===== src/rtl/bus_arbiter.sv =====
// -----------------------------------------------------------------------------
// bus_arbiter
//
// Two-master to one-slave bus arbiter with optional bus locking. Master 0 is
// the core data port and master 1 is a secondary master. An owner may keep
// the bus for up to MAX_BURST consecutive locked transactions before it is
// forced to release it.
//
// A transaction issues in any cycle where req_m[i] and gnt_m[i] are both high.
// The slave side is a synchronous memory: read data arrives on rd_s one cycle
// after the address and is forwarded to both masters on rd_m, with rvalid_m
// marking the master that issued the read.
//
// Configuration macro:
//   BUS_ARBITER_FIXED_PRIO_EN - when defined, idle arbitration always favours
//                               master 0. When undefined (default), the two
//                               masters alternate on contention (round-robin).
//
// Parameters:
//   DATA_W    - data width
//   ADDR_W    - address width
//   MAX_BURST - max consecutive locked transactions per owner (1..15)
//
// Ports:
//   clk       in   clock, all state updates on the rising edge
//   reset     in   asynchronous active-high reset
//   req_m     in   [1:0]        per-master transaction request
//   lock_m    in   [1:0]        per-master request to keep the bus
//   we_m      in   [1:0]        per-master write enable
//   addr_m    in   [2*ADDR_W]   packed addresses, master i at [i*ADDR_W +: ADDR_W]
//   wd_m      in   [2*DATA_W]   packed write data, same packing as addr_m
//   gnt_m     out  [1:0]        one-hot-or-zero grant (combinational)
//   rvalid_m  out  [1:0]        read data valid per master
//   rd_m      out  [DATA_W]     read data broadcast to both masters
//   we_s      out               slave write enable
//   addr_s    out  [ADDR_W]     slave address
//   wd_s      out  [DATA_W]     slave write data
//   rd_s      in   [DATA_W]     slave read data, one cycle after address
// -----------------------------------------------------------------------------
module bus_arbiter #(
  parameter int DATA_W    = 32,
  parameter int ADDR_W    = 32,
  parameter int MAX_BURST = 4
) (
  input  logic                  clk,
  input  logic                  reset,
  input  logic [1:0]            req_m,
  input  logic [1:0]            lock_m,
  input  logic [1:0]            we_m,
  input  logic [2*ADDR_W-1:0]   addr_m,
  input  logic [2*DATA_W-1:0]   wd_m,
  output logic [1:0]            gnt_m,
  output logic [1:0]            rvalid_m,
  output logic [DATA_W-1:0]     rd_m,
  output logic                  we_s,
  output logic [ADDR_W-1:0]     addr_s,
  output logic [DATA_W-1:0]     wd_s,
  input  logic [DATA_W-1:0]     rd_s
);

  typedef enum logic [0:0] {
    ST_IDLE   = 1'b0,
    ST_LOCKED = 1'b1
  } state_t;

  localparam logic [4:0] MAX_BURST_C = 5'(MAX_BURST);

  state_t              state_r;
  logic                owner_r;
  logic                last_r;
  logic [3:0]          burst_cnt_r;
  logic [1:0]          rvalid_r;
  logic [DATA_W-1:0]   rd_hold_r;

  logic [1:0]          gnt_s;
  logic                issue_s;
  logic                idx_s;
  logic [4:0]          burst_next_s;
  logic                keep_lock_s;

  // Grant selection: owner-only while locked, otherwise arbitrate requesters.
  always_comb begin
    gnt_s = 2'b00;
    if (state_r == ST_LOCKED) begin
      if (req_m[owner_r]) begin
        gnt_s = owner_r ? 2'b10 : 2'b01;
      end else begin
        gnt_s = 2'b00;
      end
    end else begin
      case (req_m)
        2'b01:   gnt_s = 2'b01;
        2'b10:   gnt_s = 2'b10;
`ifdef BUS_ARBITER_FIXED_PRIO_EN
        2'b11:   gnt_s = 2'b01;
`else
        // On contention the master that was not served last wins.
        2'b11:   gnt_s = last_r ? 2'b01 : 2'b10;
`endif
        default: gnt_s = 2'b00;
      endcase
    end
  end

  assign gnt_m = gnt_s;

  // A transaction never issues while reset is held, even though the grant
  // itself keeps following the request lines.
  assign issue_s      = ~reset & (|(req_m & gnt_s));
  assign idx_s        = gnt_s[1];
  assign burst_next_s = {1'b0, burst_cnt_r} + 5'd1;
  assign keep_lock_s  = burst_next_s < MAX_BURST_C;

  // Slave-side request mux: driven from the granted master only while issuing.
  always_comb begin
    we_s   = 1'b0;
    addr_s = {ADDR_W{1'b0}};
    wd_s   = {DATA_W{1'b0}};
    if (issue_s) begin
      we_s   = we_m[idx_s];
      addr_s = idx_s ? addr_m[2*ADDR_W-1:ADDR_W] : addr_m[ADDR_W-1:0];
      wd_s   = idx_s ? wd_m[2*DATA_W-1:DATA_W]   : wd_m[DATA_W-1:0];
    end else begin
      we_s   = 1'b0;
      addr_s = {ADDR_W{1'b0}};
      wd_s   = {DATA_W{1'b0}};
    end
  end

  // Ownership FSM, burst counter, round-robin pointer and read-valid pipeline.
  always_ff @(posedge clk or posedge reset) begin
    if (reset) begin
      state_r     <= ST_IDLE;
      owner_r     <= 1'b0;
      last_r      <= 1'b1;
      burst_cnt_r <= 4'd0;
      rvalid_r    <= 2'b00;
      rd_hold_r   <= {DATA_W{1'b0}};
    end else begin
      // Capture returned data so rd_m holds it once rvalid drops.
      if (|rvalid_r) begin
        rd_hold_r <= rd_s;
      end else begin
        rd_hold_r <= rd_hold_r;
      end

      if (issue_s) begin
        rvalid_r <= we_m[idx_s] ? 2'b00 : gnt_s;
        if (lock_m[idx_s] && keep_lock_s) begin
          state_r     <= ST_LOCKED;
          owner_r     <= idx_s;
          burst_cnt_r <= burst_next_s[3:0];
          last_r      <= last_r;
        end else begin
          // Voluntary release or burst limit reached.
          state_r     <= ST_IDLE;
          owner_r     <= owner_r;
          burst_cnt_r <= 4'd0;
          last_r      <= idx_s;
        end
      end else begin
        rvalid_r <= 2'b00;
        if (state_r == ST_LOCKED) begin
          // Locked but no issue means the owner dropped its request.
          state_r     <= ST_IDLE;
          owner_r     <= owner_r;
          burst_cnt_r <= 4'd0;
          last_r      <= owner_r;
        end else begin
          state_r     <= state_r;
          owner_r     <= owner_r;
          burst_cnt_r <= burst_cnt_r;
          last_r      <= last_r;
        end
      end
    end
  end

  assign rvalid_m = rvalid_r;
  // Read data is passed straight through in the valid cycle, held otherwise.
  assign rd_m     = (|rvalid_r) ? rd_s : rd_hold_r;

endmodule


===== config.mk =====
export PLATFORM = sky130hd
export DESIGN_NAME = bus_arbiter
export DESIGN_NICKNAME = d
export VERILOG_FILES = /design/src/rtl/bus_arbiter.sv
export SDC_FILE = /design/constraint.sdc
export NUM_CORES = 1
export LEC_CHECK = 0
export ABC_CLOCK_PERIOD_IN_PS = 4580
export CORE_AREA = 2 2 105 107
export DETAILED_ROUTE_END_ITERATION = 10
export DIE_AREA = 0 0 107 109
export PLACE_DENSITY = 0.78
export SLEW_MARGIN = 25
export SYNTH_ARGS = -nofsm -noshare
export SYNTH_HDL_FRONTEND = slang
export SYNTH_SLANG_ARGS = --single-unit

===== constraint.sdc =====
create_clock -name clk -period 4.58 [get_ports clk]
set_input_delay 0.916 -clock clk [delete_from_list [all_inputs] [get_ports clk]]
set_output_delay 0.916 -clock clk [all_outputs]
set_load 0.05 [all_outputs]

==> results of run 1 <==
[where the power goes]
part	switching [mW]	total [mW]	internal, mW
logic	1.11	1.88	0.768
registers	0.0422	0.545	0.503
clock network	0.126	0.236	0.110
total	1.28	2.66	1.38
[layer usage]
layer | part of all wire, % | vias to the layer above | routed length (um) | track usage, %
met5 | 0 | - | 0 | 0
met2 | 53 | 181 | 5645 | 32.39
met4 | 2.4 | 0 | 255 | 5.751
met1 | 34 | 1510 | 3613 | 17.05
met3 | 10 | 16 | 1055 | 5.380
li1 | - | 1585 | - | -
[placed cells by master, fill, tap and decap left out, types with 4 or more instances in the layout]
| cell | synthesis | final |
|---|---|---|
| a21oi_1 | 66 | 66 |
| buf_12 | 0 | 66 |
| buf_4 | 0 | 4 |
| clkbuf_8 | 0 | 5 |
| clkdlybuf4s50_1 | 0 | 203 |
| dfrtp_1 | 40 | 40 |
| inv_1 | 6 | 5 |
| mux2_2 | 33 | 33 |
| nand2_1 | 131 | 131 |
| nor2_1 | 6 | 5 |
[flip-flops by register name (all words and copies together) (netlist names)]
name and flops:
last_r 1, rd_hold_r 32, rvalid_m 2, burst_cnt_r 4
owner_r 1, state_r 1
[worst register-to-register path, delay by kind of cell, from the launching register on]
kind	cells	cell delay, ns
AOI/OAI and AO/OA	1	0.24
muxes	1	0.61
and+or+nand+nor	1	0.05
DFF	1	0.54
buffers and inverters	2	0.85
[area by class of cell]
cell class | instances | area (um^2)
fillers | 871 | 4508
repair buffers | 273 | 3383
multi-input cells | 255 | 1391
flip-flops and latches | 41 | 1027
well taps | 140 | 175.2
clock buffers | 5 | 68.82
clock inverters | 3 | 25.02
inverters | 6 | 23.77
[how the worst min path moves through the flow]
| stage | startpoint | to | slack [ns] | cells past startpoint |
|---|---|---|---|---|
| finish | rd_hold_r[7] | rd_hold_r[7] | 0.50 | 1 |
| global route | rd_hold_r[31] | rd_hold_r[31] | 0.52 | 1 |
| CTS | rd_hold_r[7] | rd_hold_r[7] | 0.50 | 1 |
| detailed placement | rd_hold_r[7] | rd_hold_r[7] | 0.48 | 1 |
| global placement | rd_hold_r[17] | rd_hold_r[17] | 0.48 | 1 |
| floorplan | burst_cnt_r[1] | burst_cnt_r[1] | 0.49 | 1 |
[through the flow]
step / cell area (um^2) / hold WS, ns / utilization [%]
after floorplan: 2535 / 0.4920 / -
after global placement: 6000 / 0.4762 / 56.58
after CTS: 6093 / 0.5046 / 57.47
after detailed placement: 6000 / 0.4842 / 56.58
after global routing: 6095 / 0.5156 / 57.48
final: 6095 / 0.4998 / 57.48
[cell families after synthesis]
logic type	Yosys count
adder cells (fa/ha/maj)	1
AND/OR/NAND/NOR	145
AO/OA/AOI/OAI	72
flip-flops	41
buffers and inverters	31
multiplexers	37
==> results.txt, run 1 <==
share of cells above drive strength 1 - 20.07%
Peak supply drop - 0.3042 mV
Routability Congestion - 0.7485
GRT overflow - 0
CP cell instances - clkdlybuf4s50_1 -> nand2_1 -> o211ai_1 -> buf_4 -> clkinv_2 -> nand2_1 -> a21oi_1 -> buf_12
Mean Syn Cell Area - 7.752 um^2
Max FO, Critical Path - 66
clock sink count - 41
Setup Viol. Count Final - 0
largest family of logic cells by synthesized area - simple AND/OR/NAND/NOR gates
critical path data arrival time - 3.29 ns
worst endpoint required time - 3.66 ns
vias in the first global route - 3,366
Top FF cell, synth - dfrtp_1
Setup Buffers After CTS - 0
dpl cells - 715
Max Cap Viol - 0
Worst R2R End - owner_r
Synth Warn # - 0
largest net degree at the start of global routing - 70
Die Y - 109 um
Row Count - 38
worst r2r src - last_r
Slew Limit Headroom - 41.44%
Worst Tran Pin Value - 0.8784 ns
initial antenna violation count - 0
Post-synth EDFFs - 0
Cell Area, Synth - 0.002535 mm^2
cells after synthesis - 327
GRT Util Overall - 16.82%
cts hold-fix bufs - 0
total stage count of the critical path - 8
Final Hold Violating Endpoints - 0
starting density of the core - 23.91%
Setup crit end - addr_s[9]
Critical path buffers and inverters - 4
clock latency on the worst-skew pair - 0.29 ns
CTS Root Buffer Type - clkbuf_8
die footprint - 0.01166 mm^2
Setup crit end kind - primary output
Die W - 107 um
Post-DRT Antenna Nets - 0
Top Ports - 269
post-synthesis sequential area ratio - 40.52%
period utilisation layout - 91.83%
Setup crit start - req_m[0]
Seq cells post-synth - 41
CP most frequent cell - nand2_1
status - completed
Fmax - 237.8 MHz
final worst slack - 0.3743 ns
Num CTS Buffers - 5
count of cell types in the netlist - 25
DRC viols - 0
max-slew violations - 0
post-synth net total - 496
fin cells - 723
Crit path max-delay family - buffers and inverters
RSZ-0062 raised after global routing - false
total core area - 0.01060 mm^2
setup TNS - 0 ns
Port Buffers - 268
Worst setup SP type - input pin
Worst Path Class, Setup - input pin to primary output
most common cell in the netlist - nand2_1
ys async rst share - 100.0%
leading area contributor after synthesis - dfrtp_1
Final min period - 4.206 ns
DR vias/cell - 4.553
area share of the leading cell type in the synthesized netlist - 39.49%
DR WL/cell - 14.62 um
worst reg2reg path depth - 5
post-synthesis compound-gate area fraction - 15.10%
global-route wire length before repair - 15,770 um
slowest stage delay, CP - 0.65 ns
Layout area overhead - 140.4%
# nets final - 751
multiplexer share of the synthesized area - 16.34%
DR vias - 3,292
Power Density - 436.1 mW/mm^2
synth top area cells - dfrtp_1 39%, nand2_1 19%, mux2_2 15%, a21oi_1 13%, clkbuf_1 3.0%
drt total wl - 10,570 um
flop2flop setup slack - 2.17 ns
pre-CTS setup slack - 0.4140 ns
simple-gate share of the synthesized area - 22.80%
Max clock buf depth - 2
H-tree levels - 2
HPWL after DPL - 8713 um
Post-Synth Adder-Cell Area - 0.4936%
leakage power - 2.539 nW
CTS clk-pin slew, worst paths - 0.08 ns
post_cts resized - 0
Power, Total - 2.658 mW
CTS tree - done
Iteration-0 DRC Markers - 127
Ant. Diodes - 0
slowest CP cell - clkinv_2
Worst Clk Skew - 0.007934 ns
Post-Synth XOR/XNOR Area - 0%
Pre-antenna DRT Iters - 4
Hold WC Path Type - flop to flop
leading cell types by count after synthesis - 131 x nand2_1, 66 x a21oi_1, 40 x dfrtp_1, 33 x mux2_2, 20 x clkbuf_1
Note: power is estimated with default switching activity, not from simulation.
==> inputs of run 2 (changes only) <==
Settings changed: ABC_CLOCK_PERIOD_IN_PS 4580 to 4620, CORE_AREA 2 2 105 107 to 2 2 106 108, DIE_AREA 0 0 107 109 to 0 0 108 110, PLACE_DENSITY 0.78 to 0.77.
Clock period 4.58 ns to 4.62 ns, I/O delays scaled along.
==> run 2 against run 1 <==
Clock-buffer cell count is the same; routed wire length grew 4.8%; final cell count shrank 0.14%; clock skew shrank 0.0023 ns; design area grew 0.41%.
==> results.txt, run 2 (synthesis results as in run 1) <==
status - completed
Num CTS Buffers - 5 (unchanged)
period utilisation layout - 90.84%
Die Y - 110 um (+0.92%)
worst endpoint required time - 3.70 ns (+0.04 ns)
GRT Util Overall - 17.32% (+0.50 points)
Worst setup SP type - input pin
M1 GR Usage - 17.73% (+0.68 points)
DR WL/cell - 15.34 um (+5.0%)
share of cells above drive strength 1 - 20.10% (+0.034 points)
drt total wl - 11,080 um (+4.8%)
Routability Congestion - 0.7461 (-0.32%)
Pre-antenna DRT Iters - 4 (unchanged)
vias in the first global route - 3,297 (-2.0%)
H-tree levels - 2 (unchanged)
DR vias/cell - 4.596 (+0.93%)
Slew Limit Headroom - 41.40% (about the same)
global route hottest layer - met2
Power Density - 448.9 mW/mm^2 (+2.9%)
Worst Tran Pin Value - 0.8736 ns (-0.004783 ns)
leakage power - 2.553 nW (+0.57%)
Hold WC Path Type - flop to flop
Setup Viol. Count Final - 0 (unchanged)
Power, Total - 2.747 mW (+3.3%)
Die W - 108 um (+0.93%)
Sw Pwr - 1.277 mW (about the same)
Largest Register - rd_hold_r
fin cells - 722 (-0.14%)
Peak supply drop - 0.3786 mV (+24%)
Layout area overhead - 141.4%
die footprint - 0.01188 mm^2 (+1.9%)
Setup Buffers After CTS - 0 (unchanged)
cts hold-fix bufs - 0 (unchanged)
DR vias - 3,318 (+0.79%)
total core area - 0.01070 mm^2 (+0.90%)
sequential share of power - 19.8% (-0.7 points)
clock latency on the worst-skew pair - 0.29 ns (about the same)
initial antenna violation count - 0 (unchanged)
setup TNS - 0 ns (unchanged)
met3 GRT Util - 5.585% (+0.21 points)
Fmax - 238.3 MHz
Port Buffers - 268 (unchanged)
Post-DRT Antenna Nets - 0 (unchanged)
Ant. Diodes - 0 (unchanged)
largest net degree at the start of global routing - 69 (-1.4%)
Comb power frac - 67.7% (-2.9 points)
max reg flops - 32 (unchanged)
Final Hold Violating Endpoints - 0 (unchanged)
Final Cell Area - 0.006120 mm^2 (+0.41%)
Internal - 1.470 mW (+6.5%)
Worst Path Class, Setup - input pin to primary output
Row Count - 38 (unchanged)
CTS Root Buffer Type - clkbuf_8
most frequent cells in the layout - 202 x clkdlybuf4s50_1, 131 x nand2_1, 66 x a21oi_1
starting density of the core - 23.70% (-0.21 points)
Cell Area, Placed - 0.005981 mm^2 (-0.31%)
CTS tree - done
Worst Clk Skew - 0.005650 ns (-0.002284 ns)
max-slew violations - 0 (unchanged)
DRC viols - 0 (unchanged)
switch share - 46.48% (-1.6 points)
dpl cells - 714 (-0.14%)
GRT overflow - 0 (unchanged)
Max FO, Critical Path - 66 (unchanged)
Max clock buf depth - 2 (unchanged)
met2 Use GR - 33.78% (+1.4 points)
Setup crit end kind - primary output
HPWL after DPL - 9018 um (+3.5%)
Max Cap Viol - 0 (unchanged)
Top Ports - 269 (unchanged)
global-route wire length before repair - 16,420 um (+4.1%)
# nets final - 750 (-0.13%)
Clk pwr share - 12.5% (+3.6 points)
Final min period - 4.197 ns
CTS clk-pin slew, worst paths - 0.07 ns (about the same)
critical path data arrival time - 3.27 ns (-0.02 ns)
post_cts resized - 0 (unchanged)
RSZ-0062 raised after global routing - false
Iteration-0 DRC Markers - 202 (+59%)
clock sink count - 41 (unchanged)
commonest non-fill, non-tap cell in the layout - clkdlybuf4s50_1
==> run 2: cell type report <==
class | instances | area, um^2
clock buffer | 5 | 68.82
fill | 903 | 4578
tap | 140 | 175.2
clock inverter | 3 | 68.82
inverter | 6 | 23.77
timing repair buffer | 272 | 3361
sequential | 41 | 1027
multi-input combinational | 255 | 1395
==> run 2: final timing paths <==
path | depth (start not counted) | end | slack [ns] | startpoint
min reg2reg | 1 | rd_hold_r[14] | 0.50 | rd_hold_r[14]
max reg2reg | 6 | owner_r | 2.01 | last_r
min in group asynchronous | 2 | rd_hold_r[11] | 1.16 | reset
max | 7 | addr_s[1] | 0.42 | req_m[0]
max in group asynchronous | 3 | rd_hold_r[6] | 2.80 | reset
min | 1 | rd_hold_r[14] | 0.50 | rd_hold_r[14]
==> run 2: through the flow <==
step / hold slack (ns) / worst slack (ns) / util, %
final: 0.4974 / 0.4231 / 57.20
after global routing: 0.5117 / 0.2568 / 57.20
after CTS: 0.5023 / 0.5644 / 57.19
after detailed placement: 0.4806 / 0.5945 / 55.91
after global placement: 0.4775 / 0.5325 / 55.87
after floorplan: 0.4920 / 0.9235 / -
==> run 2: per-layer routing <==
metal / vias up / part of all wire [%]
met5: - / 0
met2: 186 / 54
met1: 1534 / 34
met4: 0 / 1.4
met3: 13 / 10
li1: 1585 / -
==> run 2: power by group through the flow <==
stage	Sequential [mW]	Combinational (mW)	Clock [mW]
3_3_place_gp	0.540	1.83	0
6_report	0.544	1.86	0.345
2_1_floorplan	0.538	1.10	0
5_1_grt	0.557	1.94	0.372
3_5_place_dp	0.550	1.87	0
4_1_cts	0.544	1.87	0.354
==> run 2: worst max-delay path, cell delays in order <==
cell,delay (ns)
clkdlybuf4s50_1,0.53
nand2_1,0.08
o211ai_1,0.28
clkinv_2,0.72
nand2_1,0.29
a21oi_1,0.16
buf_12,0.21
